$ cat config.mk
export PLATFORM = sky130hd
export DESIGN_NAME = change_dispenser_controller
export DESIGN_NICKNAME = d
export VERILOG_FILES = /design/src/rtl/change_dispenser_controller_pkg.sv /design/src/rtl/change_dispenser_controller_coin_selector.sv /design/src/rtl/change_dispenser_controller.sv
export SDC_FILE = /design/constraint.sdc
export NUM_CORES = 1
export LEC_CHECK = 0
export CAP_MARGIN = 20
export CORE_ASPECT_RATIO = 1.2
export CORE_UTILIZATION = 30
export DETAILED_ROUTE_END_ITERATION = 6
export GPL_ROUTABILITY_DRIVEN = 0
export PLACE_DENSITY = 0.6
export SYNTH_ARGS = -nofsm -noshare
export SYNTH_HDL_FRONTEND = slang
export SYNTH_SLANG_ARGS = --single-unit
$ cat constraint.sdc
create_clock -name clock -period 3.55 [get_ports clock]
set_clock_uncertainty 0.1 [all_clocks]
set_input_delay 0.71 -clock clock [delete_from_list [all_inputs] [get_ports clock]]
set_output_delay 0.71 -clock clock [all_outputs]
set_load 0.01 [all_outputs]
$ cat src/rtl/change_dispenser_controller_pkg.sv
// Shared types and constants for the change dispenser: state encoding, money width and coin denominations.
// The 5-euro coin is only used when DENOM_FIVE_EN is defined; see coin_selector.
package change_dispenser_controller_pkg;

  localparam int MONEY_W = 5;
  localparam int COUNT_W = 4;

  localparam logic [1:0] ST_IDLE     = 2'd0;
  localparam logic [1:0] ST_CALC     = 2'd1;
  localparam logic [1:0] ST_DISPENSE = 2'd2;
  localparam logic [1:0] ST_DONE     = 2'd3;

  localparam logic [MONEY_W-1:0] DENOM_10 = 5'd10;
  localparam logic [MONEY_W-1:0] DENOM_5  = 5'd5;
  localparam logic [MONEY_W-1:0] DENOM_2  = 5'd2;
  localparam logic [MONEY_W-1:0] DENOM_1  = 5'd1;

  // An underpaid purchase is treated as invalid and refunded in full, so the result never wraps.
  function automatic logic [MONEY_W-1:0] payout_amount(
    input logic [MONEY_W-1:0] money,
    input logic [MONEY_W-1:0] price,
    input logic               refund_all
  );
    if (refund_all || (money < price)) begin
      return money;
    end
    return money - price;
  endfunction

endpackage

$ cat src/rtl/change_dispenser_controller_coin_selector.sv
// Combinational map from the amount still owed to the largest coin not exceeding it.
// DENOM_FIVE_EN adds the 5-euro coin to the set {10,2,1}.
module coin_selector
  import change_dispenser_controller_pkg::*;
(
  input  logic [MONEY_W-1:0] remaining_i,
  output logic [MONEY_W-1:0] coin_o
);

  always_comb begin
    coin_o = '0;
    if (remaining_i >= DENOM_10) begin
      coin_o = DENOM_10;
`ifdef DENOM_FIVE_EN
    end else if (remaining_i >= DENOM_5) begin
      coin_o = DENOM_5;
`endif
    end else if (remaining_i >= DENOM_2) begin
      coin_o = DENOM_2;
    end else if (remaining_i >= DENOM_1) begin
      coin_o = DENOM_1;
    end
  end

endmodule

$ cat src/rtl/change_dispenser_controller.sv
// Pays out change (or a full refund) one coin at a time with a ready/ack handshake to the coin ejector.
// Denomination set is {10,2,1}, or {10,5,2,1} when DENOM_FIVE_EN is defined.
module change_dispenser_controller
  import change_dispenser_controller_pkg::*;
(
  input  logic         clock,
  input  logic         reset,
  input  logic         start,
  input  logic         refundAll,
  input  logic [4:0]   inputMoney,
  input  logic [4:0]   valueToPay,
  input  logic         dispenseAck,
  output logic         coinValid,
  output logic [4:0]   coinValue,
  output logic         noMoneyLeft,
  output logic         busy,
  output logic [4:0]   remaining,
  output logic [3:0]   coinCount
);

  logic [1:0]         state_q, state_d;
  logic [MONEY_W-1:0] remaining_q, remaining_d;
  logic               coin_valid_q, coin_valid_d;
  logic [MONEY_W-1:0] coin_value_q, coin_value_d;
  logic [COUNT_W-1:0] coin_count_q, coin_count_d;
  logic [MONEY_W-1:0] sel_coin;

  coin_selector u_coin_selector (
    .remaining_i (remaining_q),
    .coin_o      (sel_coin)
  );

  always_comb begin
    state_d      = state_q;
    remaining_d  = remaining_q;
    coin_valid_d = coin_valid_q;
    coin_value_d = coin_value_q;
    coin_count_d = coin_count_q;
    case (state_q)
      ST_IDLE: begin
        if (start) begin
          remaining_d  = payout_amount(inputMoney, valueToPay, refundAll);
          coin_count_d = '0;
          state_d      = ST_CALC;
        end
      end
      ST_CALC: begin
        if (remaining_q == '0) begin
          state_d = ST_DONE;
        end else begin
          coin_valid_d = 1'b1;
          coin_value_d = sel_coin;
          state_d      = ST_DISPENSE;
        end
      end
      ST_DISPENSE: begin
        // The offered coin never exceeds remaining, so this subtraction cannot wrap.
        if (dispenseAck && coin_valid_q) begin
          remaining_d  = remaining_q - coin_value_q;
          coin_valid_d = 1'b0;
          state_d      = ST_CALC;
          if (coin_count_q != {COUNT_W{1'b1}}) begin
            coin_count_d = coin_count_q + 1'b1;
          end
        end
      end
      ST_DONE: begin
        state_d = ST_IDLE;
      end
    endcase
  end

  always_ff @(posedge clock or negedge reset) begin
    if (!reset) begin
      state_q      <= ST_IDLE;
      remaining_q  <= '0;
      coin_valid_q <= 1'b0;
      coin_value_q <= '0;
      coin_count_q <= '0;
    end else begin
      state_q      <= state_d;
      remaining_q  <= remaining_d;
      coin_valid_q <= coin_valid_d;
      coin_value_q <= coin_value_d;
      coin_count_q <= coin_count_d;
    end
  end

  assign coinValid   = coin_valid_q;
  assign coinValue   = coin_value_q;
  assign remaining   = remaining_q;
  assign coinCount   = coin_count_q;
  assign noMoneyLeft = (state_q == ST_DONE);
  assign busy        = (state_q != ST_IDLE);

endmodule

# After elaboration in Yosys (flattened, before gate mapping)
# Index checks and enable logic that the tools add are counted.
# totals
in_bits	15
word_cells	55
register_bits	17
# op_classes
magnitude_cmp	4
n_eq_ne	8
bitwise	1
n_reduce_logical	12
mux	22
add_sub_neg	3
# ops
operator	count
$mux W5	6
$mux W4	3
$pmux W5 S2	1
$sub A5 B5 Y5	2
$ne A2 B2 Y1 const B	4
$pmux W2 S4	1
$pmux W4 S2	1
$mux W1	7
$reduce_and A3 Y1	2
$reduce_bool A2 Y1	3
$ge A5 B1 Y1 const B	1
$ge A5 B2 Y1 const B	1
$ge A5 B4 Y1 const B	1
$logic_not A5 Y1	1
$lt A5 B5 Y1	1
$add A4 B1 Y4 const B	1
$eq A2 B2 Y1 const B	2
$mux W2	2
$ne A4 B4 Y1 const B	1
$reduce_and A2 Y1	2
$reduce_and A4 Y1	1
$eq A2 B1 Y1 const B	1
$logic_not A2 Y1	1
$pmux W1 S2	1
other kinds (3)	3

# Depth between registers and ports, before layout
# Gate-level depths: netlist of run 1.
# logic_depth
ltp_word	8
mapped_depth	9
ltp_nobuf	9

# By module
# Synthesis of run 1 repeated with hierarchy kept, for this count alone.
# unflattened
hier_cells	134
hier_area_um2	1239.9
# by_module_without_submodules
module	cells_per_inst	area_per_inst_um2	n_inst	seq_area_each_um2
change_dispenser_controller	126	1188.6	1	425.4
coin_selector	8	51.3	1	0.0

# Worst setup path after synthesis of run 1
# OpenSTA, ideal clock, no wires.
# synth_path
path_kind	input to register
startpoint	in inputMoney[0]
endpoint	reg remaining_q[4], in the netlist remaining[4]
setup_time_ps	83
arrival_time_ps	1996
path_stages	9
path_slack_ps	1371
path_cell_list	inv_1 > ha_1 > inv_1 > fa_1 > a21o_1 > a21oi_1 > xnor2_1 > mux2i_1 > o21ai_0
# synth_between
elab_chain_len	8
elab_cells_between_ends	9
# synth_rtl
element	line_no	text
start, declared	change_dispenser_controller.sv:10	input logic [4:0] inputMoney,
$lt A5 B5 Y1	change_dispenser_controller_pkg.sv:24	if (refund_all || (money < price)) begin
$logic_or A1 B1 Y1	change_dispenser_controller_pkg.sv:24	
$mux W1	change_dispenser_controller_pkg.sv:24	
$mux W1	change_dispenser_controller.sv:41	if (start) begin
$mux W1	change_dispenser_controller.sv:39	case (state_q)
$mux W5 *	change_dispenser_controller_pkg.sv:27	return money - price;
$mux W5 *	change_dispenser_controller.sv:41	
$pmux W5 S2 *	change_dispenser_controller.sv:39	
end signal, assigned	change_dispenser_controller.sv:82	remaining_q <= remaining_d;
end, declared	change_dispenser_controller.sv:22	logic [MONEY_W-1:0] remaining_q, remaining_d;
# Mark *: on every way between the ends. The rest lies on a longest branch, timed or not. The select of a mux whose other input is x is not followed.
# A chain may end at the register's enable or synchronous reset.

# Worst setup path after layout of run 1
# Ends and elaborated chain as after synthesis.

==> metrics.txt, run 1 <==
H-tree Lvls 1; Synth Area in Compound Gates 25.0%; initial antenna violation count 0; IO Port Bufs 29; Slew Viols, Final 0; slack of the critical path 1.03 ns; Tot GR Track Use 14.8%; CTS tree yes; area of the multi-input gates 711 µm²; synthesized area per cell 8.58 µm²; Leakage Power 0.689 nW; Iteration-0 DRC Markers 31; area of the mapped netlist 0.00117 mm²; Post-Layout Inst Area 0.00155 mm²; main combinational cell family by area after synthesis compound AO/OA/AOI/OAI gates; Syn-to-layout area delta 32.5%; crit end category flip-flop; period utilisation layout 71.0%; final core occ 42.2%; final critical-path required period 2.52 ns; GR Overflow Total 0; Post-Route WL 2690 µm; Syn Inst Count 136; die width 58.9 µm; Post-CTS Resized 0; prevailing post-synth register cell dfrtp_1; Hold Violations, Final 0; Simple-Gate Fraction of Synth Area 17.4%; CTS buffer count 3; Final setup viols 0; Root Driver clkbuf_8; hpwl dp 2160 µm; DP Area 0.00150 mm²; WL per Instance 12.3 µm; RSZ-0062 raised after global routing false; post-synthesis adder-cell area fraction 13.1%; Setup Fix Bufs, Post-CTS 0; CTS max path bufs 2; total die area 0.00415 mm²; num ports 32; Fin Setup TNS 0 ns; Rel. slew slack 51.6%; Hold WC Path Type flip-flop to flip-flop; Synth top area share 32.2%; EDFF count, synth 0; number of remaining DRC errors 0; worst slew pin tran 0.724 ns; Netlist cell types 42; filler cell count 386; Setup crit start kind primary input; Place WS 0.772 ns; f_max 0.397 GHz; count leader, synth inv_1; Reg area 375 µm²; max_cap viols 0; Post-synth ARST share 100%; antenna cells 0; layout cell share with drive strength beyond 1 6.63%; Die Ht 70.3 µm; first-pass GRT wire length 4790 µm; NumNets Final 193; Cell Pwr Density 681 mW/mm²; CTS sink cnt 15; 1st-pass router iterations 4; Synth Warn # 0; Post-DRT Antenna Nets 0; latest clock arrival within the worst-skew pair 0.25 ns; largest net degree at the start of global routing 16; Worst-path clk slew 0.06 ns; cell taking the most area after synthesis dfrtp_1; critical path class primary input to flip-flop; crit path DAT 2.59 ns; Peak VDD IR 0.188 mV; Hold-fix buffers, CTS 0; core area 0.00366 mm²; WP data required 3.62 ns; post-synthesis mux area share 2.57%; Total Power 1.05 mW; most common library cells after synthesis inv_1 (16), dfrtp_1 (15), o21ai_0 (14); flop and latch count out of synthesis 15; register area share after synthesis 32.2%; crit-path max FO 2; Via density 4.94; Initial Util 31.9%; row count 24; status finished, final reports clean; Synth Area in XOR/XNOR 2.25%; Synth area leaders dfrtp_1 (32%), ha_1 (9.6%), o21ai_0 (6.0%), inv_1 (5.1%), a21oi_1 (3.9%); vias in the first global route 1128; via count 1077
==> cell type report <==
cell class	count	share of cell area, %
Inverter	16	3.88
Sequential cell	15	24.3
Clock buffer	4	2.91
Multi-Input combinational cell	102	46.0
Timing Repair Buffer	29	18.8
Tap cell	52	4.21
==> stage by stage <==
step	hold slack (ns)	instances
after floorplan	0.314	137
after detailed placement	0.426	214
after CTS	0.441	218
after global routing	0.457	218
after global placement	0.421	214
final	0.430	218
==> worst max-delay path: stages <==
cell	delay, ns
clkdlybuf4s50_1	0.39
inv_1	0.07
ha_1	0.17
inv_1	0.05
fa_1	0.41
a21o_1	0.20
a21oi_1	0.17
xnor2_1	0.16
mux2i_1	0.10
o21ai_0	0.14
==> final timing paths <==
check | startpoint | end | slack (ns) | depth (start not counted)
min in group asynchronous | reset | remaining[4] | 0.80 | 1
hold / removal | coinValue[0] | coinValue[0] | 0.43 | 2
max in group asynchronous | reset | remaining[3] | 2.10 | 1
setup reg to reg | remaining[0] | remaining[4] | 1.37 | 9
setup / recovery | inputMoney[0] | remaining[4] | 1.03 | 10
hold reg to reg | coinValue[0] | coinValue[0] | 0.43 | 2
==> power by group <==
group          internal (mW)  switching (mW)  total (mW)
logic                  0.292           0.281       0.573
clock network         0.0795          0.0606       0.140
registers              0.239           0.100       0.340
==> metal layers <==
layer | GRT usage [%] | part of all wire, % | vias to the layer above
li1 | - | - | 532
met1 | 17.5 | 44 | 507
met2 | 25.4 | 50 | 32
met3 | 1.85 | 3.8 | 6
met4 | 7.94 | 2.4 | 0
met5 | 0 | 0 | -
==> sequential cells by signal, summed over array words and instances, names as in the netlist <==
name and cells:
remaining 5, coinValue 3, coinValid 1, state_q 2
coinCount 4
==> placed cells by master (no fill, tap or decap), types with 2 or more instances in the layout <==
cell / instances
nand3_1: 3
ha_1: 9
clkbuf_8: 3
mux2i_1: 3
xor2_1: 2
fa_1: 2
or2_2: 4
nor3_1: 3
a21oi_1: 9
a21o_1: 2
conb_1: 2
nor2_1: 10
o311ai_0: 2
nand2_1: 10
nand2b_1: 4
dfrtp_1: 15
clkdlybuf4s50_1: 29
o21ai_0: 14
inv_1: 16
==> cell families (layout without fill, tap and decap cells) <==
family                   after synthesis  in the layout
AO/OA/AOI/OAI                         42             42
AND/OR/NAND/NOR                       41             41
buffers and inverters                 20             49
flip-flops                            15             15
adder cells (fa/ha/maj)               11             11
XOR/XNOR                               3              3
multiplexers                           3              3
other                                  1              2
Note: power is estimated with default switching activity, not from simulation.
==> inputs of run 2 (changes only) <==
--- a/config.mk
+++ b/config.mk
@@ -10,7 +10,7 @@
 export CORE_UTILIZATION = 30
 export DETAILED_ROUTE_END_ITERATION = 6
 export GPL_ROUTABILITY_DRIVEN = 0
-export PLACE_DENSITY = 0.6
+export PLACE_DENSITY = 0.62
 export SYNTH_ARGS = -nofsm -noshare
 export SYNTH_HDL_FRONTEND = slang
 export SYNTH_SLANG_ARGS = --single-unit
==> constraint.sdc (replaced) <==
create_clock -name clock -period 2.2 [get_ports clock]
set_clock_uncertainty 0.1 [all_clocks]
set_input_delay 0.44 -clock clock [delete_from_list [all_inputs] [get_ports clock]]
set_output_delay 0.44 -clock clock [all_outputs]
set_load 0.01 [all_outputs]
==> run 2 against run 1 <==
Hold slack gained 0.0065 ns. Non-clock buffer count rose by 16. First-iteration DRC count up 48%. Sequential share of layout area down 2.3 points. Critical path depth decreased by 2. Global-route usage is 0.098 points higher. Clock power is 59% higher. Final area rose by 10%. Critical endpoint is now remaining[0].
==> metrics.txt, run 2 (synthesis gave the netlist of run 1 again) <==
GR Overflow Total 0; core area 0.00366 mm²; r2r setup slk 0.24 ns; commonest cells after routing, fill and taps aside clkdlybuf4s50_1 (25), buf_4 (16), dfrtp_1 (15), inv_1 (14), o21ai_0 (13); total die area 0.00415 mm²; sw power 0.757 mW; Cell Pwr Density 1070 mW/mm²; 1st-pass router iterations 4; antenna cells 0; Initial Util 31.9%; hpwl dp 2350 µm; Clock Power Share 12.2%; crit-path max FO 4; row count 24; Top delay family on crit path compound AO/OA/AOI/OAI gates; hold_ws 0.436 ns; final critical-path required period 2.08 ns; Iteration-0 DRC Markers 46; Rel. slew slack 54.0%; Worst setup startpoint valueToPay[2]; Worst-path clk slew 0.06 ns; Bufs and invs on worst path 2; CP max stage cell clkdlybuf4s50_1; Hold Violations, Final 0; r2r startpoint remaining[0]; via count 1146; num ports 32; crit end category flip-flop; Comb power frac 59.0%; critical path class primary input to flip-flop; max reg flops 5; filler cell count 379; Syn-to-layout area delta 46.2%; worst-path cell chain clkdlybuf4s50_1 > inv_1 > ha_1 > o21a_1 > o31a_4 > o21bai_4 > mux2i_1 > o221a_1; max incr delay on CP 0.45 ns; Flop pwr share 28.8%; DP Area 0.00162 mm²; Die Ht 70.3 µm; die width 58.9 µm; Peak VDD IR 0.302 mV; CTS tree yes; Leakage Power 0.804 nW; NumNets Final 209; Net Sw Frac 41.5%; Post-Layout Inst Area 0.00171 mm²; Post-DRT Antenna Nets 0; worst slew pin tran 0.689 ns; CTS max path bufs 2; largest net degree at the start of global routing 16; f_max 0.481 GHz; P_int 1.07 mW; max_cap viols 0; Setup Fix Bufs, Post-CTS 0; number of remaining DRC errors 0; leading cell type in the layout, fill and taps excluded clkdlybuf4s50_1; status finished, final reports clean; first-pass GRT wire length 4810 µm; Worst Reg2Reg Path Length in Cells 9; Via density 4.90; WP data required 2.29 ns; CTS sink cnt 15; vias in the first global route 1120; Root Driver clkbuf_8; crit path DAT 2.17 ns; RSZ-0062 raised after global routing false; WL per Instance 12.5 µm; IO Port Bufs 29; Crit. path cell count 8; Crit Reg-Reg Endpoint remaining[4]; crit path capture remaining[0]; layout cell share with drive strength beyond 1 19.2%; period utilisation layout 94.4%; Hold WC Path Type flip-flop to flip-flop; CTS buffer count 3; Slew Viols, Final 0; latest clock arrival within the worst-skew pair 0.25 ns; Tot GR Track Use 14.9%; Setup crit start kind primary input; Final setup viols 0; H-tree Lvls 1; Post-Route WL 2930 µm; initial antenna violation count 0
-- run 2: cell count changes in the layout (fill, tap and decap cells not counted), sizes merged --
cell	change
dlymetal6s2s	+4
clkdlybuf4s50	-4
buf	+16
-- run 2: what timing repair did --
action / 4_1_cts / 5_1_grt
setup endpoints to repair: 1 / 4
hold endpoints to repair: 0 / 0
cloned: 0 / 0
gates resized for setup: 2 / 13
hold buffers: 0 / 0
pin swaps: 0 / 10
-- run 2: layer usage --
layer	vias up	global-route usage (%)	share of wire, %
met1	545	17.4	41
met5	-	0	0
met3	4	2.04	4.1
met4	0	6.61	1.1
li1	565	-	-
met2	32	26.4	53
-- run 2: worst min path at each step --
stage                 start            to  slack [ns]  cells past startpoint
2_1_floorplan         reset  coinCount[0]        0.04                      0
3_3_place_gp   coinCount[1]  coinCount[1]        0.42                      2
3_5_place_dp   coinValue[3]  coinValue[3]        0.43                      2
4_1_cts        coinValue[3]  coinValue[3]        0.44                      2
5_1_grt        coinValue[3]  coinValue[3]        0.47                      2
6_report       coinValue[0]  coinValue[0]        0.44                      2
-- run 2: final cells by class --
| cell class | count | area, µm² | area share, % |
|---|---|---|---|
| multi-input combinational | 102 | 741 | 43.4 |
| timing repair buffer | 45 | 420 | 24.6 |
| sequential | 15 | 375 | 22.0 |
| tap | 52 | 65.1 | 3.81 |
| inverter | 16 | 60.1 | 3.52 |
| clock buffer | 4 | 45.0 | 2.64 |
-- run 2: power groups by stage --
stage	Sequential [mW]	Clock, mW	Combinational, mW
6_report	0.524	0.223	1.08
2_1_floorplan	0.530	0	0.563
3_3_place_gp	0.522	0	1.01
5_1_grt	0.543	0.236	1.20
3_5_place_dp	0.527	0	1.04
4_1_cts	0.522	0.227	1.05
-- run 2: through the flow --
step           utilization [%]  power (mW)  setup TNS, ns  instances  setup slack [ns]
2_1_floorplan                -        1.09              0        137             0.158
4_1_cts                   45.7        1.80              0        234            0.0323
3_5_place_dp              44.3        1.56          -1.03        230            -0.332
3_3_place_gp              44.3        1.53         -0.767        230            -0.263
6_report                  46.6        1.82              0        234             0.123
5_1_grt                   46.6        1.98              0        234            0.0449
-- run 2: worst min-delay path, delay by kind of cell (launching register included) --
family	cells	cell delay [ns]
AO/OA/AOI/OAI	1	0.05
flip-flops	1	0.37
AND/OR/NAND/NOR	1	0.08
==> inputs of run 3 (changes only) <==
--- a/config.mk
+++ b/config.mk
@@ -10,7 +10,8 @@
 export CORE_UTILIZATION = 30
 export DETAILED_ROUTE_END_ITERATION = 6
 export GPL_ROUTABILITY_DRIVEN = 0
-export PLACE_DENSITY = 0.62
+export PLACE_DENSITY = 0.6
+export SKIP_CTS_REPAIR_TIMING = 1
 export SYNTH_ARGS = -nofsm -noshare
 export SYNTH_HDL_FRONTEND = slang
 export SYNTH_SLANG_ARGS = --single-unit
==> constraint.sdc (replaced) <==
create_clock -name clock -period 2.1 [get_ports clock]
set_clock_uncertainty 0.1 [all_clocks]
set_input_delay 0.42 -clock clock [delete_from_list [all_inputs] [get_ports clock]]
set_output_delay 0.42 -clock clock [all_outputs]
set_load 0.01 [all_outputs]
==> run 3 against run 2 <==
The flow now finishes with violations (setup timing). Sequential cell count did not move. Global-route usage is 0.17 points higher. Worst setup slack got worse by 0.13 ns. Critical path type unchanged. Largest power group unchanged.
==> metrics.txt, run 3 (synthesis gave the netlist of run 1 again) <==
status complete, but fails checks; violated checks setup timing; largest net degree at the start of global routing 16; Tot GR Track Use 15.1%; H-tree Lvls 1; Worst-path clk slew 0.07 ns; f_max 0.474 GHz; via count 1143; die width 58.9 µm; number of remaining DRC errors 0; Fin Setup TNS -0.0106 ns; Leakage Power 0.822 nW; Syn-to-layout area delta 49.8%; period utilisation layout 101%; fin cells 237; Final setup viols 1; Post-DRT Antenna Nets 0; WP data required 2.13 ns; crit-path max FO 2; Setup crit start kind primary input; commonest cells after routing, fill and taps aside clkdlybuf4s50_1 (25), buf_4 (19), inv_1 (15), dfrtp_1 (14), o21ai_0 (13); Hold Violations, Final 0; NumNets Final 212; CTS tree yes; final core occ 47.7%; crit path DAT 2.15 ns; latest clock arrival within the worst-skew pair 0.25 ns; CTS sink cnt 15; Iteration-0 DRC Markers 41; CTS max path bufs 2; RSZ-0062 raised after global routing true; vias in the first global route 1144; layout cell share with drive strength beyond 1 21.6%; num ports 32; total die area 0.00415 mm²; Placed Cells 233; Slew Viols, Final 0; max incr delay on CP 0.41 ns; CP max stage cell clkdlybuf4s50_1; leading cell type in the layout, fill and taps excluded clkdlybuf4s50_1; core area 0.00366 mm²; initial antenna violation count 0; CTS buffer count 3; crit end category flip-flop; slack of the critical path -0.0106 ns; Post-Route WL 3050 µm; 1st-pass router iterations 4; GR Overflow Total 0; Worst Reg2Reg Path Length in Cells 9; IO Port Bufs 29; final critical-path required period 2.11 ns; Place WS -0.341 ns; Die Ht 70.3 µm; worst-path cell chain clkdlybuf4s50_1 > inv_2 > ha_4 > inv_1 > fa_2 > a21o_1 > a21oi_2 > xnor2_1 > mux2i_1 > o21ai_1; max_cap viols 0; row count 24; Peak VDD IR 0.299 mV; antenna cells 0; Total Power 1.92 mW; Root Driver clkbuf_8; Hold WC Path Type primary input to async pin; first-pass GRT wire length 4940 µm; hpwl dp 2380 µm; WL per Instance 12.9 µm; Initial Util 31.9%; Cell Pwr Density 1100 mW/mm²; Via density 4.82; max reg flops 5; critical path class primary input to flip-flop
[run 3: report_power, final]
group / switching (mW) / internal (mW)
sequential: 0.150 / 0.407
clock: 0.103 / 0.134
combinational: 0.540 / 0.586
total: 0.792 / 1.13
[run 3: per-layer routing]
layer  GRT usage [%]  wire length [µm]  share of wire (%)  up-vias
met4            3.97                17               0.56        0
met3            1.30               122                4.0        2
met5               0                 0                  0        -
met2            26.3              1650                 54       36
met1            19.6              1260                 41      533
li1                -                 -                  -      572
[run 3: layout make-up]
type	instances	area [µm²]
fillers	387	1910
repair buffers	48	443
inverters	16	60.1
multi-input cells	102	759
flip-flops and latches	15	377
well taps	52	65.1
clock buffers	4	45.0
[run 3: per-stage QoR]
step | hold slack [ns] | instance area, µm²
6_report | 0.384 | 1750
2_1_floorplan | 0.0244 | 1170
5_1_grt | 0.419 | 1750
4_1_cts | 0.391 | 1690
3_5_place_dp | 0.436 | 1640
3_3_place_gp | 0.424 | 1640
[run 3: critical path: cells and delay by family]
family,cells,cell delay [ns]
AOI/OAI and AO/OA,3,0.44
xor gates and xnor gates,1,0.07
adders and majority gates,2,0.50
buffers and inverters,3,0.55
muxes,1,0.15
[run 3: worst paths after layout]
| kind | from | end | slack, ns |
|---|---|---|---|
| min | reset | remaining[0] | 0.38 |
| max | inputMoney[0] | remaining[4] | -0.01 |
| min reg2reg | coinValue[0] | coinValue[0] | 0.45 |
| max in group asynchronous | reset | state_q[0] | 1.31 |
| max reg2reg | remaining[0] | remaining[4] | 0.06 |
| min in group clock | coinValue[0] | coinValue[0] | 0.45 |
